<file path="config.mk">
export PLATFORM = sky130hd
export DESIGN_NAME = chn_pkt_fifo
export DESIGN_NICKNAME = d
export VERILOG_FILES = /design/src/rtl/router_pkg.sv /design/src/rtl/chn_pkt_fifo_mem.sv /design/src/rtl/chn_pkt_fifo.sv
export SDC_FILE = /design/constraint.sdc
export NUM_CORES = 1
export LEC_CHECK = 0
export ABC_AREA = 0
export BUFFER_PORTS_ARGS = -buffer_cell sky130_fd_sc_hd__buf_2
export CAP_MARGIN = 20
export CORE_ASPECT_RATIO = 1.75
export CORE_MARGIN = 2
export CORE_UTILIZATION = 30
export DETAILED_ROUTE_END_ITERATION = 12
export PLACE_DENSITY = 0.52
export SETUP_SLACK_MARGIN = 0.1
export SYNTH_ARGS = -nofsm -noshare
export SYNTH_HDL_FRONTEND = slang
export SYNTH_SLANG_ARGS = --single-unit
</file>
<file path="constraint.sdc">
create_clock -name i_clk -period 4.88 [get_ports i_clk]
set_clock_uncertainty 0.1 [all_clocks]
set_input_delay 0.732 -clock i_clk [delete_from_list [all_inputs] [get_ports i_clk]]
set_output_delay 0.732 -clock i_clk [all_outputs]
set_load 0.05 [all_outputs]
</file>
<file path="src/rtl/router_pkg.sv">
// Shared router definitions: header field widths, header field extractors and
// the state encodings used by the per-destination packet FIFO.
package router_pkg;

    localparam int DATA_SIZE       = 8;
    localparam int PKT_LENGTH_BITS = 5;
    localparam int PKT_ADDR_BITS   = 3;

    typedef enum logic [1:0] {
        W_HDR  = 2'd0,
        W_PLD  = 2'd1,
        W_DROP = 2'd2
    } wr_state_e;

    typedef enum logic {
        R_HDR = 1'b0,
        R_PLD = 1'b1
    } rd_state_e;

    function automatic logic [PKT_LENGTH_BITS-1:0] hdr_len(input logic [DATA_SIZE-1:0] hdr);
        return hdr[PKT_LENGTH_BITS-1:0];
    endfunction

    function automatic logic [PKT_ADDR_BITS-1:0] hdr_addr(input logic [DATA_SIZE-1:0] hdr);
        return hdr[DATA_SIZE-1 -: PKT_ADDR_BITS];
    endfunction

endpackage

</file>
<file path="src/rtl/chn_pkt_fifo_mem.sv">
// Packet byte storage: one write port, one registered read port.
// Storage is not reset; only the read register is.
module chn_pkt_fifo_mem #(
    parameter int data_size = 8,
    parameter int addr_bits = 6
) (
    input  logic                 i_clk,
    input  logic                 i_rstn,
    input  logic                 i_we,
    input  logic [addr_bits-1:0] i_waddr,
    input  logic [data_size-1:0] i_wdata,
    input  logic                 i_re,
    input  logic [addr_bits-1:0] i_raddr,
    output logic [data_size-1:0] o_rdata
);

    logic [data_size-1:0] mem_r [2**addr_bits];

    // Byte write into storage.
    always_ff @(posedge i_clk) begin
        if (i_we) begin
            mem_r[i_waddr] <= i_wdata;
        end
    end

    // Registered read; holds its value when no read is issued.
    always_ff @(posedge i_clk or negedge i_rstn) begin
        if (!i_rstn) begin
            o_rdata <= {data_size{1'b0}};
        end else if (i_re) begin
            o_rdata <= mem_r[i_raddr];
        end
    end

endmodule

</file>
<file path="src/rtl/chn_pkt_fifo.sv">
// Per-destination packet FIFO: buffers header+payload bytes, exposes only
// committed packets to the reader and discards any packet that overflows.
module chn_pkt_fifo
    import router_pkg::*;
#(
    parameter int data_size       = DATA_SIZE,
    parameter int pkt_length_bits = PKT_LENGTH_BITS,
    parameter int depth_log2      = 6
) (
    input  logic                  i_clk,
    input  logic                  i_rstn,
    input  logic                  i_wr_en,
    input  logic [data_size-1:0]  i_data_in,
    input  logic                  i_rd_en,
    input  logic                  i_clr_errors,
    output logic [data_size-1:0]  o_data_out,
    output logic                  o_empty,
    output logic                  o_full,
    output logic [depth_log2:0]   o_pkt_cnt,
    output logic                  o_pkt_avail,
    output logic                  o_overflow,
    output logic                  o_underflow
);

    localparam int ptr_w = depth_log2 + 1;
    localparam logic [ptr_w-1:0]           ptr_zero = {ptr_w{1'b0}};
    localparam logic [ptr_w-1:0]           ptr_one  = {{(ptr_w-1){1'b0}}, 1'b1};
    localparam logic [pkt_length_bits-1:0] len_zero = {pkt_length_bits{1'b0}};
    localparam logic [pkt_length_bits-1:0] len_one  = {{(pkt_length_bits-1){1'b0}}, 1'b1};

    wr_state_e                wr_state_r, wr_state_s;
    logic [ptr_w-1:0]         wr_ptr_r, wr_ptr_s;
    logic [ptr_w-1:0]         cmt_ptr_r, cmt_ptr_s;
    logic [pkt_length_bits-1:0] len_cnt_r, len_cnt_s;
    logic                     mem_we_s, commit_s, ovf_set_s;

    rd_state_e                rd_state_r, rd_state_s;
    logic [ptr_w-1:0]         rd_ptr_r, rd_ptr_s;
    logic [pkt_length_bits-1:0] rd_len_r, rd_len_s, rem_s;
    logic                     hdr_vld_r, hdr_vld_s;
    logic                     rd_fire_s, pkt_dec_s, unf_set_s;

    logic [ptr_w-1:0]         pkt_cnt_r;
    logic                     overflow_r, underflow_r;
    logic                     full_s, empty_s;
    logic [data_size-1:0]     rd_data_s;

    assign full_s  = (wr_ptr_r[ptr_w-1] != rd_ptr_r[ptr_w-1]) &&
                     (wr_ptr_r[ptr_w-2:0] == rd_ptr_r[ptr_w-2:0]);
    assign empty_s = (rd_ptr_r == cmt_ptr_r);

    assign o_full      = full_s;
    assign o_empty     = empty_s;
    assign o_pkt_cnt   = pkt_cnt_r;
    assign o_pkt_avail = (pkt_cnt_r != ptr_zero);
    assign o_overflow  = overflow_r;
    assign o_underflow = underflow_r;
    assign o_data_out  = rd_data_s;

    chn_pkt_fifo_mem #(
        .data_size (data_size),
        .addr_bits (depth_log2)
    ) u_mem (
        .i_clk   (i_clk),
        .i_rstn  (i_rstn),
        .i_we    (mem_we_s),
        .i_waddr (wr_ptr_r[ptr_w-2:0]),
        .i_wdata (i_data_in),
        .i_re    (rd_fire_s),
        .i_raddr (rd_ptr_r[ptr_w-2:0]),
        .o_rdata (rd_data_s)
    );

    // Write FSM next state: store, commit on the last byte, roll back on overflow.
    always_comb begin
        wr_state_s = wr_state_r;
        wr_ptr_s   = wr_ptr_r;
        cmt_ptr_s  = cmt_ptr_r;
        len_cnt_s  = len_cnt_r;
        mem_we_s   = 1'b0;
        commit_s   = 1'b0;
        ovf_set_s  = 1'b0;
        case (wr_state_r)
            W_HDR: begin
                if (i_wr_en) begin
                    len_cnt_s = hdr_len(i_data_in);
                    if (full_s) begin
                        ovf_set_s  = 1'b1;
                        wr_ptr_s   = cmt_ptr_r;
                        wr_state_s = (hdr_len(i_data_in) == len_zero) ? W_HDR : W_DROP;
                    end else begin
                        mem_we_s = 1'b1;
                        wr_ptr_s = wr_ptr_r + ptr_one;
                        if (hdr_len(i_data_in) == len_zero) begin
                            commit_s  = 1'b1;
                            cmt_ptr_s = wr_ptr_r + ptr_one;
                        end else begin
                            wr_state_s = W_PLD;
                        end
                    end
                end else begin
                    wr_state_s = W_HDR;
                end
            end
            W_PLD: begin
                if (i_wr_en) begin
                    len_cnt_s = len_cnt_r - len_one;
                    if (full_s) begin
                        ovf_set_s  = 1'b1;
                        wr_ptr_s   = cmt_ptr_r;
                        wr_state_s = (len_cnt_r == len_one) ? W_HDR : W_DROP;
                    end else begin
                        mem_we_s = 1'b1;
                        wr_ptr_s = wr_ptr_r + ptr_one;
                        if (len_cnt_r == len_one) begin
                            commit_s   = 1'b1;
                            cmt_ptr_s  = wr_ptr_r + ptr_one;
                            wr_state_s = W_HDR;
                        end else begin
                            wr_state_s = W_PLD;
                        end
                    end
                end else begin
                    wr_state_s = W_PLD;
                end
            end
            W_DROP: begin
                if (i_wr_en) begin
                    len_cnt_s  = len_cnt_r - len_one;
                    wr_state_s = (len_cnt_r == len_one) ? W_HDR : W_DROP;
                end else begin
                    wr_state_s = W_DROP;
                end
            end
            default: begin
                wr_state_s = W_HDR;
            end
        endcase
    end

    // Write-side state and pointers.
    always_ff @(posedge i_clk or negedge i_rstn) begin
        if (!i_rstn) begin
            wr_state_r <= W_HDR;
            wr_ptr_r   <= ptr_zero;
            cmt_ptr_r  <= ptr_zero;
            len_cnt_r  <= len_zero;
        end else begin
            wr_state_r <= wr_state_s;
            wr_ptr_r   <= wr_ptr_s;
            cmt_ptr_r  <= cmt_ptr_s;
            len_cnt_r  <= len_cnt_s;
        end
    end

    // Read FSM next state. The header byte is only visible on the registered
    // read data one cycle after it is read, so its length is picked up then.
    always_comb begin
        rd_fire_s  = i_rd_en & ~empty_s;
        unf_set_s  = i_rd_en & empty_s;
        rd_ptr_s   = rd_fire_s ? (rd_ptr_r + ptr_one) : rd_ptr_r;
        rem_s      = hdr_vld_r ? hdr_len(rd_data_s) : rd_len_r;
        rd_state_s = rd_state_r;
        rd_len_s   = rd_len_r;
        hdr_vld_s  = 1'b0;
        pkt_dec_s  = 1'b0;
        case (rd_state_r)
            R_HDR: begin
                if (rd_fire_s) begin
                    hdr_vld_s  = 1'b1;
                    rd_state_s = R_PLD;
                end else begin
                    rd_state_s = R_HDR;
                end
            end
            R_PLD: begin
                if (rem_s == len_zero) begin
                    // Zero-length packet just finished; any byte read now is a header.
                    pkt_dec_s = 1'b1;
                    if (rd_fire_s) begin
                        hdr_vld_s  = 1'b1;
                        rd_state_s = R_PLD;
                    end else begin
                        rd_state_s = R_HDR;
                    end
                end else if (rd_fire_s) begin
                    if (rem_s == len_one) begin
                        pkt_dec_s  = 1'b1;
                        rd_state_s = R_HDR;
                    end else begin
                        rd_len_s = rem_s - len_one;
                    end
                end else begin
                    rd_len_s = rem_s;
                end
            end
            default: begin
                rd_state_s = R_HDR;
            end
        endcase
    end

    // Read-side state and pointer.
    always_ff @(posedge i_clk or negedge i_rstn) begin
        if (!i_rstn) begin
            rd_state_r <= R_HDR;
            rd_ptr_r   <= ptr_zero;
            rd_len_r   <= len_zero;
            hdr_vld_r  <= 1'b0;
        end else begin
            rd_state_r <= rd_state_s;
            rd_ptr_r   <= rd_ptr_s;
            rd_len_r   <= rd_len_s;
            hdr_vld_r  <= hdr_vld_s;
        end
    end

    // Committed packet count; simultaneous commit and completion cancel out.
    always_ff @(posedge i_clk or negedge i_rstn) begin
        if (!i_rstn) begin
            pkt_cnt_r <= ptr_zero;
        end else begin
            case ({commit_s, pkt_dec_s})
                2'b10:   pkt_cnt_r <= pkt_cnt_r + ptr_one;
                2'b01:   pkt_cnt_r <= pkt_cnt_r - ptr_one;
                default: pkt_cnt_r <= pkt_cnt_r;
            endcase
        end
    end

    // Sticky error flags; a new error in the clearing cycle keeps the flag set.
    always_ff @(posedge i_clk or negedge i_rstn) begin
        if (!i_rstn) begin
            overflow_r  <= 1'b0;
            underflow_r <= 1'b0;
        end else begin
            overflow_r  <= ovf_set_s | (overflow_r & ~i_clr_errors);
            underflow_r <= unf_set_s | (underflow_r & ~i_clr_errors);
        end
    end

endmodule
</file>
; ---- Yosys cells after proc, flatten, opt, wreduce, memory -nomap -nowiden
; Memory sizes are Yosys's and may differ from the RTL's. A register that Yosys moved wholly into a read port is not among the register bits.
; Cells that the tools add are included.
[totals]
register_bits = 44
ram_bits = 512
in_bits = 13
mem_count = 1
[op_classes]
add_sub_neg = 6
eq_ne = 18
mux = 51
bitwise_logic = 10
n_reduce_logical = 15
[memory_table]
columns = name, depth, width, rd, rd_ports_with_merged_regs, write_ports, line_no
row1 = u_mem.mem_r, 64, 8, 1, 1, 1, chn_pkt_fifo_mem.sv:17  ; logic [data_size-1:0] mem_r [2**addr_bits];
[op_table]
columns = cell, n
row1 = 7-bit two-way mux, 7
row2 = 7-bit case mux with 2 select lines, 2
row3 = 5-bit two-way mux, 5
row4 = 1-bit two-way mux, 24
row5 = "7-bit by 1-bit adder with 7-bit output, second input constant", 3
row6 = 2-bit two-way mux, 8
row7 = "2-bit != test, second input constant", 7
row8 = "5-bit by 1-bit == test with 1-bit output, second input constant", 2
row9 = 5-bit zero test, 2
row10 = 5-bit case mux with 2 select lines, 1
row11 = "5-bit by 1-bit subtractor with 5-bit output, second input constant", 2
row12 = 7-bit == test, 1
row13 = 7-bit AND reduction, 1
row14 = 7-bit nonzero test, 1
row15 = "7-bit by 1-bit subtractor with 7-bit output, second input constant", 1
row16 = 6-bit == test, 1
row17 = 1-bit case mux with 2 select lines, 3
row18 = 2-bit case mux with 3 select lines, 1
row19 = 3-bit AND reduction, 2
row20 = 2-bit nonzero test, 3
row21 = 1-bit bitwise AND, 4
row22 = "2-bit by 1-bit == test with 1-bit output, second input constant", 2
row23 = "2-bit == test, second input constant", 2
row24 = "4-bit != test, second input constant", 1
row25 = other kinds (9), 14

; ---- Depth between registers and ports, before layout
; Gate-level depths: netlist (run 1).
[logic_depth]
ltp_word = 8
ltp_mapped = 17

; ---- Modules after synthesis
; A second synthesis (run 1) with hierarchy kept.
[unflattened]
hier_cells = 1261
area_unflattened_um2 = 23171.0
[modules_own_cells]
columns = mod, n_inst, cells_each, area_each_um2, seq_area_each_um2
row1 = chn_pkt_fifo_mem, 1, 939, 20226.9, 15574.9
row2 = chn_pkt_fifo, 1, 322, 2944.1, 1101.1

; ---- Worst setup path after synthesis (run 1)
; No wires, ideal clock.
[synth_timing]
path_kind = register to register
startpoint = register rd_ptr_r[1]
endpoint = register pkt_cnt_r[6] (netlist: o_pkt_cnt[6])
arrival_ps = 3396
required_time_ps = 4698
slack_ps = 1302
path_stages_with_launch = 18
path_buffers = 4
synth_period_minus_slack_ps = 3578
path_cell_list = dfrtp_1 -> buf_2 -> xor2_1 -> nor4_4 -> a21boi_0 -> buf_2 -> buf_2 -> a21oi_1 -> nor3b_1 -> ha_1 -> buf_2 -> xor2_1 -> ha_1 -> a31oi_1 -> o22ai_1 -> mux2_2 -> a31oi_1 -> xor2_1
[synth_between]
elab_chain_len = 8
word_cells_on_any_way = 17
cone_classes = 4 x eq/ne / 9 x mux / 2 x bitwise / 2 x reduce/logical
[synth_rtl]
columns = item, line_no
row1 = "start, declared", chn_pkt_fifo.sv:38  ; logic [ptr_w-1:0] rd_ptr_r, rd_ptr_s;
row2 = "start signal, assigned", chn_pkt_fifo.sv:207  ; rd_ptr_r <= ptr_zero;
row3 = "start signal, assigned", chn_pkt_fifo.sv:212  ; rd_ptr_r <= rd_ptr_s;
row4 = 7-bit == test, chn_pkt_fifo.sv:50  ; assign empty_s = (rd_ptr_r == cmt_ptr_r);
row5 = 1-bit inverter, chn_pkt_fifo.sv:159  ; rd_fire_s = i_rd_en & ~empty_s;
row6 = 1-bit bitwise AND, chn_pkt_fifo.sv:159
row7 = 1-bit two-way mux, chn_pkt_fifo.sv:186  ; end else if (rd_fire_s) begin
row8 = 1-bit two-way mux, chn_pkt_fifo.sv:177  ; if (rem_s == len_zero) begin
row9 = 1-bit two-way mux, chn_pkt_fifo.sv:167  ; case (rd_state_r)
row10 = 2-bit by 1-bit == test with 1-bit output or 2-bit == test (tied branches), chn_pkt_fifo.sv:223  ; case ({commit_s, pkt_dec_s})
row11 = 7-bit case mux with 2 select lines or 2-bit nonzero test (tied branches), n/a
row12 = "end signal, assigned", chn_pkt_fifo.sv:224  ; 2'b10: pkt_cnt_r <= pkt_cnt_r + ptr_one;
row13 = "end signal, assigned", chn_pkt_fifo.sv:225  ; 2'b01: pkt_cnt_r <= pkt_cnt_r - ptr_one;
row14 = "end signal, assigned", chn_pkt_fifo.sv:226  ; default: pkt_cnt_r <= pkt_cnt_r;
row15 = "end, declared", chn_pkt_fifo.sv:43  ; logic [ptr_w-1:0] pkt_cnt_r;
; Parallel ways exist; a longest one is shown, timed or not.
; A chain may end at the register's enable or synchronous reset.

; ---- Worst setup path after layout (run 1)
[layout_timing]
startpoint = register hdr_vld_r
endpoint = register pkt_cnt_r[6] (netlist: o_pkt_cnt[6])
[layout_between]
elab_chain_len = 8
word_cells_on_any_way = 11
cone_classes = 3 x eq/ne / 6 x mux / 2 x reduce/logical
[layout_rtl]
columns = item, line_no
row1 = "start, declared", chn_pkt_fifo.sv:40  ; logic hdr_vld_r, hdr_vld_s;
row2 = "start signal, assigned", chn_pkt_fifo.sv:214  ; hdr_vld_r <= hdr_vld_s;
row3 = 5-bit two-way mux *, chn_pkt_fifo.sv:162  ; rem_s = hdr_vld_r ? hdr_len(rd_data_s) : rd_len_r;
row4 = 5-bit by 1-bit == test with 1-bit output, chn_pkt_fifo.sv:187  ; if (rem_s == len_one) begin
row5 = 1-bit two-way mux, chn_pkt_fifo.sv:187
row6 = 1-bit two-way mux, chn_pkt_fifo.sv:186
row7 = 1-bit two-way mux *, chn_pkt_fifo.sv:177
row8 = 1-bit two-way mux *, chn_pkt_fifo.sv:167
row9 = 2-bit by 1-bit == test with 1-bit output or 2-bit == test (tied branches), chn_pkt_fifo.sv:223
row10 = 7-bit case mux with 2 select lines or 2-bit nonzero test (tied branches), n/a
; Mark *: on every way between the ends. The rest lies on a longest branch, timed or not.

==> impl_metrics.env, run 1 <==
export IMPL_outcome="complete, no violations"
export IMPL_post_dp_cell_area_sq_um=24600
export IMPL_clock_sinks=564
export IMPL_critPathMostFrequentCell="ha_1"
export IMPL_gp_congestion=0.812
export IMPL_detail_route_vias_per_cell=4.98
export IMPL_grt_pass1_vias=13000
export IMPL_r2r_start="hdr_vld_r"
export IMPL_synth_edf_count=512
export IMPL_hold_slack_ns=0.186
export IMPL_grt_antenna_before_repair=2
export IMPL_cp_max_fo=15
export IMPL_slowest_delay_ns=0.62
export IMPL_dieArea_sq_um=80400
export IMPL_critical_path_endpoint="o_pkt_cnt[6]"
export IMPL_vdd_drop_max_mv=0.384
export IMPL_maxUsedRoutingLayer="met4"
export IMPL_fin_cells=2501
export IMPL_synth_seq_cells=564
export IMPL_dr_wl_met3_microns=2060
export IMPL_critPathSlowestCell="dfrtp_1"
export IMPL_setup_violations_final=0
export IMPL_cp_start_kind="flip-flop"
export IMPL_drc_errors=0
export IMPL_io_pins=33
export IMPL_multi_input_area_sq_um=6190
export IMPL_syn_avg_cell_area_sq_um=16.6
export IMPL_pwr_share_seq=0.416
export IMPL_ctsResizeCount=0
export IMPL_yosys_warnings=0
export IMPL_cts_hold_buf=0
export IMPL_grt_pass1_wl_microns=89500
export IMPL_clk_path_buf_depth=3
export IMPL_power_mw=14.4
export IMPL_fin_ws_ns=1.10
export IMPL_clock_latency_ns=0.59
export IMPL_path_delay_family="multiplexers"
export IMPL_dr_pass1_iters=5
export IMPL_critPathArrivalTime_ns=4.19
export IMPL_grt_max_degree=119
export IMPL_start_util=0.303
export IMPL_fin_crit_ns=3.78
export IMPL_wl_met1_microns=21900
export IMPL_powerDensity_nw_per_um2=550
export IMPL_period_share=0.774
export IMPL_finalInstanceArea_sq_um=26100
export IMPL_cts_clk_slew_worst_paths_ns=0.07
export IMPL_routed_wl_microns=61300
export IMPL_endpoint_kind="flip-flop"
export IMPL_crit_type="reg2reg"
export IMPL_fillers=7487
export IMPL_dp_cells=2409
export IMPL_rrSetupSlack_ns=1.10
export IMPL_grt_util_all_layers=0.151
export IMPL_maxCapViolations=0
export IMPL_htree_num_levels=2
export IMPL_synthToLayoutAreaGrowth_pct=11.6
export IMPL_pwr_share_comb=0.326
export IMPL_synth_cells=1407
export IMPL_fin_nets=1459
export IMPL_drtIter0Drc=800
export IMPL_clkPwrFrac=0.258
export IMPL_grt_overflow=0
export IMPL_drive_gt1_frac=0.149
export IMPL_critPathLaunch="hdr_vld_r"
export IMPL_rsz0062_at_grt="no"
export IMPL_switching_share=0.350
export IMPL_synth_async_sr_flop_share=0.0922
export IMPL_rows=135
export IMPL_worstMarginPinSlew_ns=1.04
export IMPL_fmax_mhz=265
export IMPL_crit_required_ns=5.29
export IMPL_syn_area_sq_um=23400
export IMPL_cts_buffers=48
export IMPL_switchingPower_mw=5.03
export IMPL_wl_met2_microns=34100
export IMPL_drv_slew=0
export IMPL_syn_nets=1434
export IMPL_intPower_mw=9.33
export IMPL_num_vias=12400
export IMPL_pre_cts_ws_ns=1.12
export IMPL_reg2reg_depth=12
export IMPL_cellLeakagePower_nw=8.51
export IMPL_yosysSeqAreaShare=0.712
export IMPL_cts_tree="yes"
export IMPL_wl_per_cell_microns=24.5
export IMPL_worstReg2RegEnd="o_pkt_cnt[6]"
export IMPL_dp_hpwl_microns=39800
export IMPL_cp_num_buf_inv=0
export IMPL_seq_area_sq_um=16700
export IMPL_ys_flop_type="edfxtp_1"
export IMPL_slew_headroom=0.303
export IMPL_final_util=0.338
export IMPL_hold_viol_final=0
export IMPL_hold_path_class="in2async"
export IMPL_worstPathCellList="mux2i_1, ha_1, a21oi_1, nor3b_1, ha_1, xor2_1, ha_1, a31oi_1, o22ai_1, mux2_2, a31oi_1, xor2_1"
export IMPL_crit_cells=12
export IMPL_io_buffers=32
export IMPL_ant_nets=0
export IMPL_die_x_microns=215
export IMPL_core_sq_um=77400
export IMPL_finalSetupTns_ns=0
export IMPL_cts_repair_timing_setup_buffer_count=0
export IMPL_cts_root_buf="clkbuf_16"
export IMPL_ys_types=67
export IMPL_fp_dieH_microns=374
layout by cell type, fill, tap and decap left out, types with 6 or more instances in the layout:
cell type / netlist / routed
edfxtp_1: 512 / 512
mux2i_1: 124 / 124
nor2_1: 105 / 104
mux4_2: 66 / 66
nand2_1: 59 / 59
o21ai_0: 51 / 50
clkbuf_16: 0 / 49
dfrtp_1: 52 / 48
a21oi_1: 44 / 44
nand3_1: 33 / 33
a22oi_1: 32 / 32
buf_2: 29 / 32
buf_4: 20 / 23
xor2_1: 22 / 22
mux2_2: 16 / 16
nor3_1: 15 / 15
inv_1: 15 / 15
clkinv_1: 0 / 15
xnor2_1: 14 / 14
nor2b_1: 16 / 14
ha_1: 14 / 14
a211oi_1: 13 / 13
clkbuf_1: 23 / 13
or3_1: 9 / 9
a31oi_1: 9 / 9
nand3b_1: 8 / 8
nand2b_1: 7 / 7
o22ai_1: 7 / 7
nor3b_1: 6 / 6
registers in the layout, indices dropped and copies added (netlist names):
name           flops
cmt_ptr_r          7
hdr_vld_r          1
len_cnt_r          5
o_overflow         1
o_pkt_cnt          7
o_underflow        1
rd_len_r           5
rd_ptr_r           7
rd_state_r         1
u_mem.mem_r      512
u_mem.o_rdata      8
wr_ptr_r           7
wr_state_r         2
how the worst min path moves through the flow:
stage / depth (start not counted) / slack [ns] / to / startpoint
finish: 2 / 0.19 / len_cnt_r[0] / i_rstn
floorplan: 0 / 0.34 / cmt_ptr_r[0] / i_rstn
detailed placement: 2 / 0.39 / rd_len_r[1] / rd_len_r[1]
global route: 2 / 0.23 / wr_state_r[1] / i_rstn
global placement: 1 / 0.38 / o_pkt_cnt[6] / o_pkt_cnt[6]
CTS: 2 / 0.20 / len_cnt_r[0] / i_rstn
cell usage after synthesis (all sizes together) (23+ instances only):
cell    count  area share
clkbuf     23      0.0037
buf        62       0.018
nand2      59      0.0095
mux4       70       0.068
edfxtp    512        0.66
mux2i     124       0.053
o21ai      51       0.011
a21oi      44      0.0094
nor2      105       0.017
nand3      33      0.0071
dfrtp      52       0.056
a22oi      32       0.010
layer usage:
| metal | track usage | vias up |
|---|---|---|
| li1 | - | 5554 |
| met1 | 0.159 | 6486 |
| met2 | 0.290 | 274 |
| met3 | 0.0173 | 129 |
| met4 | 0.0826 | 0 |
| met5 | 0 | - |
cell type report:
class,instances,share of cell area
clock inverter,25,0.00718
sequential,564,0.639
antenna,5,0.000479
clock buffer,62,0.0488
inverter,15,0.00216
timing repair buffer,60,0.0165
tap,1027,0.0492
multi-input combinational,743,0.237
power groups by stage:
stage | clock network [mW] | registers, mW | logic [mW]
6_report | 3.71 | 5.97 | 4.68
5_1_grt | 3.95 | 6.01 | 4.99
4_1_cts | 3.80 | 5.97 | 4.76
3_5_place_dp | 0 | 6.08 | 4.75
3_3_place_gp | 0 | 6.06 | 4.68
2_1_floorplan | 0 | 6.05 | 3.19
kinds of logic after synthesis:
group | count (synthesis) | share of synthesized area
AO/OA/AOI/OAI | 197 | 0.0545
adder cells (fa/ha/maj) | 14 | 0.00748
XOR/XNOR | 36 | 0.0135
flip-flops | 564 | 0.712
buffers and inverters | 100 | 0.0242
multiplexers | 210 | 0.129
AND/OR/NAND/NOR | 286 | 0.0594
No activity file was read; power rests on OpenSTA's default activity.
==> run 2: changes to the inputs <==
- PLACE_DENSITY: 0.52 -> 0.53
- clock period: 4.88 -> 3 ns (I/O delays scaled with it)
==> run 2 against run 1 <==
Effect of this change: the run now ends with negative setup slack left; sequential share of layout area fell by 3.3 points; cell area grew 5.4%; clock-buffer cell count fell by 9; maximum frequency increased by 25%; non-clock buffer count is 112 higher; core utilization rose by 1.8 points; routed wire length up 4.8%; via count up 4.3%; global-route usage is 0.59 points higher.
==> impl_metrics.env, run 2 (synthesis results as in run 1) <==
export IMPL_cellLeakagePower_nw=9.19
export IMPL_dieArea_sq_um=80400
export IMPL_clk_path_buf_depth=3
export IMPL_dr_pass1_iters=7
export IMPL_cts_root_buf="clkbuf_16"
export IMPL_reg_top3="u_mem.mem_r x512, u_mem.o_rdata x8"
export IMPL_final_common_cell="edfxtp_1"
export IMPL_htree_num_levels=2
export IMPL_drc_errors=0
export IMPL_setup_violations_final=1
export IMPL_hold_path_end="len_cnt_r[4]"
export IMPL_num_vias=13000
export IMPL_fin_cells=2610
export IMPL_min_path_cells=3
export IMPL_synthToLayoutAreaGrowth_pct=17.6
export IMPL_maxCapViolations=0
export IMPL_grt_util_all_layers=0.157
export IMPL_worstReg2RegEnd="o_pkt_cnt[6]"
export IMPL_r2r_start="hdr_vld_r"
export IMPL_routed_wl_microns=64300
export IMPL_io_buffers=32
export IMPL_grt_max_degree=66
export IMPL_wl_per_cell_microns=24.6
export IMPL_grt_overflow=0
export IMPL_hp_start="i_wr_en"
export IMPL_rows=135
export IMPL_grt_pass1_wl_microns=93000
export IMPL_slew_headroom=0.409
export IMPL_slowest_delay_ns=0.44
export IMPL_path_delay_family="multiplexers"
export IMPL_hold_viol_final=0
export IMPL_reg2reg_depth=13
export IMPL_outcome="complete, but fails checks"
export IMPL_cp_num_buf_inv=1
export IMPL_critPathSlowestCell="dfrtp_2"
export IMPL_detail_route_vias_per_cell=4.97
export IMPL_grt_pass1_vias=13600
export IMPL_hold_slack_ns=0.157
export IMPL_fin_nets=1570
export IMPL_fmax_mhz=330
export IMPL_cp_max_fo=4
export IMPL_powerDensity_nw_per_um2=908
export IMPL_rrSetupSlack_ns=-0.03
export IMPL_clock_sinks=564
export IMPL_final_cell_mix="edfxtp_1, mux2i_1, buf_4"
export IMPL_start_util=0.303
export IMPL_rsz0062_at_grt="yes"
export IMPL_drtIter0Drc=1008
export IMPL_ant_nets=0
export IMPL_dp_cells=2503
export IMPL_drive_gt1_frac=0.267
export IMPL_cts_buffers=47
export IMPL_grt_antenna_before_repair=3
export IMPL_io_pins=33
export IMPL_cts_tree="yes"
export IMPL_gp_congestion=0.837
export IMPL_violations="negative setup slack"
export IMPL_worstPathCellList="mux2i_2, inv_1, ha_1, a21oi_2, nor3b_2, ha_2, xor2_1, ha_2, a31oi_2, o22ai_2, mux2_4, a31oi_4, xor2_1"
export IMPL_largest_register_ffs=512
export IMPL_largest_register="u_mem.mem_r"
export IMPL_critPathArrivalTime_ns=3.43
export IMPL_power_mw=25.0
export IMPL_core_sq_um=77400
export IMPL_cts_clk_slew_worst_paths_ns=0.07
export IMPL_worstMarginPinSlew_ns=0.887
export IMPL_cp_start_kind="flip-flop"
export IMPL_clock_latency_ns=0.59
export IMPL_hold_path_class="in2reg"
export IMPL_fp_dieH_microns=374
export IMPL_die_x_microns=215
export IMPL_fin_crit_ns=3.03
export IMPL_vdd_drop_max_mv=0.476
export IMPL_period_share=1.01
export IMPL_dp_hpwl_microns=42800
export IMPL_crit_type="reg2reg"
export IMPL_endpoint_kind="flip-flop"
export IMPL_drv_slew=0
export IMPL_crit_required_ns=3.40
export IMPL_fin_ws_ns=-0.0289
[run 2: cell types whose count changed in the layout (fill, tap and decap cells not counted), sizes merged, moves of 2 or more]
cell,change
clkinv,+2
buf,+107
clkinvlp,+4
bufbuf,+3
clkbuf,-8
dlygate4sd3,+2
[run 2: timing repair]
item                                   CTS  global route
setup endpoints to repair               80           345
cloned                                   3             1
buffers inserted                        11             1
gates resized for setup                 50            54
pin swaps                                8            10
endpoints found under the hold margin   34             0
hold buffers                             2             0
[run 2: metal layers]
layer  track usage  routed length [microns]
met4        0.0799                     3370
met5             0                        0
met1         0.164                    22300
met3        0.0158                     2370
met2         0.307                    36200
[run 2: stage by stage]
| step | utilization | TNS [ns] | cell area (sq um) | setup WS [ns] |
|---|---|---|---|---|
| final | 0.356 | -0.0289 | 27500 | -0.0289 |
| after global routing | 0.356 | -0.671 | 27500 | -0.186 |
| after CTS | 0.353 | -0.0260 | 27300 | -0.0260 |
| after detailed placement | 0.329 | -0.869 | 25400 | -0.390 |
| after global placement | 0.329 | -1.13 | 25400 | -0.393 |
| after floorplan | - | -0.246 | 23500 | -0.246 |
[run 2: layout make-up]
type                            instances  area [sq um]
Fill cell                            7379         49800
Inverter                               15          56.3
Multi-Input combinational cell        743          6510
Tap cell                             1027          1280
Sequential cell                       564         16700
Antenna cell                            4          10.0
Clock inverter                         32           253
Timing Repair Buffer                  172          1500
Clock buffer                           53          1240
[run 2: where the power goes]
group	leakage (nW)	internal, mW	switching [mW]
registers	5.22	9.11	0.412
clock network	0.726	3.25	2.87
logic	3.25	3.82	5.54
[run 2: how the worst max path moves through the flow]
| stage | to | cells after the start | start | slack (ns) |
|---|---|---|---|---|
| 2_1_floorplan | o_pkt_cnt[6] | 17 | rd_ptr_r[5] | -0.25 |
| 3_3_place_gp | u_mem.o_rdata[3] | 9 | rd_ptr_r[0] | -0.39 |
| 3_5_place_dp | u_mem.o_rdata[3] | 9 | rd_ptr_r[0] | -0.39 |
| 4_1_cts | o_pkt_cnt[6] | 13 | rd_ptr_r[1] | -0.03 |
| 5_1_grt | o_pkt_cnt[6] | 13 | rd_ptr_r[1] | -0.19 |
| 6_report | o_pkt_cnt[6] | 13 | hdr_vld_r | -0.03 |
[run 2: tightest hold or removal path: cells and delay by family]
family	cells	cell delay, ns
AO/OA/AOI/OAI	1	0.08
buffers and inverters	2	0.28
==> run 3: changes to the inputs <==
- PLACE_DENSITY: 0.53 -> not set
- SYNTH_HIERARCHICAL: not set -> 1
==> run 3 against run 2 <==
Effect of this change: the flow now finishes without violations; critical path depth is the same; sequential share of layout area increased by 0.42 points; power decreased by 1.7%; worst setup slack improved by 0.088 ns; clock power grew 3%; hold slack got worse by 0.11 ns; routed wire length fell by 15%; non-clock buffer count rose by 25; core utilization up 0.18 points; sequential power increased by 0.7%; synthesized cell count down 10%; cell area fell by 0.67%.
==> impl_metrics.env, run 3 <==
export IMPL_synth_edf_count=512
export IMPL_dp_hpwl_microns=36100
export IMPL_synth_top_cell_by_area="edfxtp_1"
export IMPL_power_mw=24.6
export IMPL_period_share=0.980
export IMPL_synth_most_common_cell="edfxtp_1"
export IMPL_gp_congestion=0.854
export IMPL_cellLeakagePower_nw=9.07
export IMPL_hold_path_class="in2reg"
export IMPL_endpoint_kind="flip-flop"
export IMPL_drive_gt1_frac=0.321
export IMPL_grt_antenna_before_repair=0
export IMPL_drv_slew=0
export IMPL_ys_flop_type="edfxtp_1"
export IMPL_synth_seq_cells=564
export IMPL_num_vias=12200
export IMPL_synth_async_sr_flop_share=0.0922
export IMPL_outcome="complete, no violations"
export IMPL_grt_util_all_layers=0.136
export IMPL_synth_cells=1261
export IMPL_wl_met2_microns=30200
export IMPL_largest_register_ffs=512
export IMPL_slew_headroom=0.481
export IMPL_final_util=0.358
export IMPL_fmax_mhz=340
export IMPL_clock_latency_ns=0.60
export IMPL_cp_max_fo=6
export IMPL_diodes=0
export IMPL_ys_types=64
export IMPL_grt_pass1_wl_microns=81800
export IMPL_routed_wl_microns=54400
export IMPL_vdd_drop_max_mv=0.631
export IMPL_cts_clk_slew_worst_paths_ns=0.07
export IMPL_powerDensity_nw_per_um2=899
export IMPL_dieArea_sq_um=79600
export IMPL_final_common_cell="edfxtp_1"
export IMPL_io_pins=33
export IMPL_finalSetupTns_ns=0
export IMPL_hold_viol_final=0
export IMPL_syn_avg_cell_area_sq_um=18.4
export IMPL_fin_crit_ns=2.94
export IMPL_dp_cells=2397
export IMPL_detail_route_vias_per_cell=4.89
export IMPL_htree_num_levels=2
export IMPL_reg_top3="u_mem/mem_r x512, u_mem/o_rdata x8"
export IMPL_fin_cells=2495
export IMPL_wl_met1_microns=20100
export IMPL_clk_path_buf_depth=3
export IMPL_grt_pass1_vias=13000
export IMPL_dr_wl_met3_microns=1680
export IMPL_fin_nets=1465
export IMPL_hp_start="i_rd_en"
export IMPL_yosys_warnings=6
export IMPL_critPathLaunch="hdr_vld_r"
export IMPL_synth_area_top_cells="edfxtp_1, mux4_2, dfrtp_1"
export IMPL_rsz0062_at_grt="yes"
export IMPL_start_util=0.303
export IMPL_ant_nets=0
export IMPL_crit_type="reg2reg"
export IMPL_grt_overflow=0
export IMPL_synth_common_cells="edfxtp_1, mux4_2, nor2_1, dfrtp_1, mux2i_1"
export IMPL_cts_buffers=49
export IMPL_r2r_start="hdr_vld_r"
export IMPL_fp_dieH_microns=372
export IMPL_synth_top_area_share=0.664
export IMPL_cts_tree="yes"
export IMPL_core_sq_um=76500
export IMPL_crit_required_ns=3.37
export IMPL_wl_per_cell_microns=21.8
export IMPL_die_x_microns=214
export IMPL_critPathArrivalTime_ns=3.31
export IMPL_final_cell_mix="edfxtp_1, buf_4, mux4_2"
export IMPL_dr_pass1_iters=7
export IMPL_maxCapViolations=0
export IMPL_syn_nets=1288
export IMPL_largest_register="u_mem/mem_r"
export IMPL_drc_errors=0
export IMPL_worstMarginPinSlew_ns=0.777
export IMPL_hold_slack_ns=0.0504
export IMPL_cts_root_buf="clkbuf_16"
export IMPL_clock_sinks=564
export IMPL_maxUsedRoutingLayer="met4"
export IMPL_io_buffers=32
export IMPL_drtIter0Drc=660
export IMPL_grt_max_degree=94
export IMPL_syn_area_sq_um=23200
export IMPL_cp_start_kind="flip-flop"
export IMPL_setup_violations_final=0
export IMPL_rows=134
export IMPL_yosysSeqAreaShare=0.720
export IMPL_synthToLayoutAreaGrowth_pct=18.1
-- run 3: path summary, 6_finish.rpt --
kind / endpoint / slack (ns) / depth (start not counted)
max: o_pkt_cnt[4] / 0.06 / 13
min: o_underflow / 0.05 / 3
max reg2reg: o_pkt_cnt[4] / 0.06 / 13
min reg2reg: o_underflow / 0.43 / 2
max in group asynchronous: wr_ptr_r[4] / 1.58 / 3
min in group asynchronous: o_pkt_cnt[2] / 0.38 / 2
-- run 3: what timing repair did --
action / in CTS / in global routing
buffers inserted: 0 / 8
endpoints found under the hold margin: 33 / 0
resized for setup: 12 / 25
pin swaps: 6 / 13
hold buffers: 2 / 0
setup endpoints to repair: 10 / 45
-- run 3: logic make-up after synthesis --
logic type	Yosys count	share of synthesized area
AO/OA/AOI/OAI	131	0.0402
XOR/XNOR	36	0.0136
adder cells (fa/ha/maj)	14	0.00756
buffers and inverters	98	0.0201
flip-flops	564	0.720
multiplexers	201	0.154
AND/OR/NAND/NOR	217	0.0451
-- run 3: area by class of cell --
type / count / area [sq um]
clock buffer: 56 / 1250
clock inverter: 32 / 319
inverter: 27 / 106
multi-input combinational: 599 / 6220
sequential: 564 / 16700
tap: 1020 / 1280
fill: 7183 / 49100
timing repair buffer: 197 / 1490
-- run 3: per-layer routing --
metal / vias up / track usage
met5: - / 0
met4: 0 / 0.0641
met3: 93 / 0.0141
met2: 291 / 0.266
met1: 6409 / 0.145
li1: 5396 / -
-- run 3: critical path: stages (launching register included) --
cell and delay (ns):
dfrtp_2 0.47, or4_4 0.57, o41ai_2 0.08, nand2_1 0.15, nor2_4 0.13, ha_4 0.15
xor2_2 0.09, ha_4 0.21, a21o_1 0.17, a221oi_2 0.25, a21oi_1 0.09, a31oi_1 0.15
nor2_1 0.07, xor2_1 0.14
-- run 3: report_power, final --
| part | switching, mW | internal (mW) | total (mW) |
|---|---|---|---|
| Combinational | 4.85 | 3.85 | 8.70 |
| Sequential | 0.459 | 9.13 | 9.59 |
| Clock | 2.85 | 3.45 | 6.30 |
-- run 3: stage by stage --
step / instance area, sq um / worst slack [ns]
floorplan: 23200 / -0.228
global placement: 25500 / -0.322
detailed placement: 25500 / -0.372
CTS: 27200 / 0.00661
global route: 27400 / -0.133
finish: 27400 / 0.0595
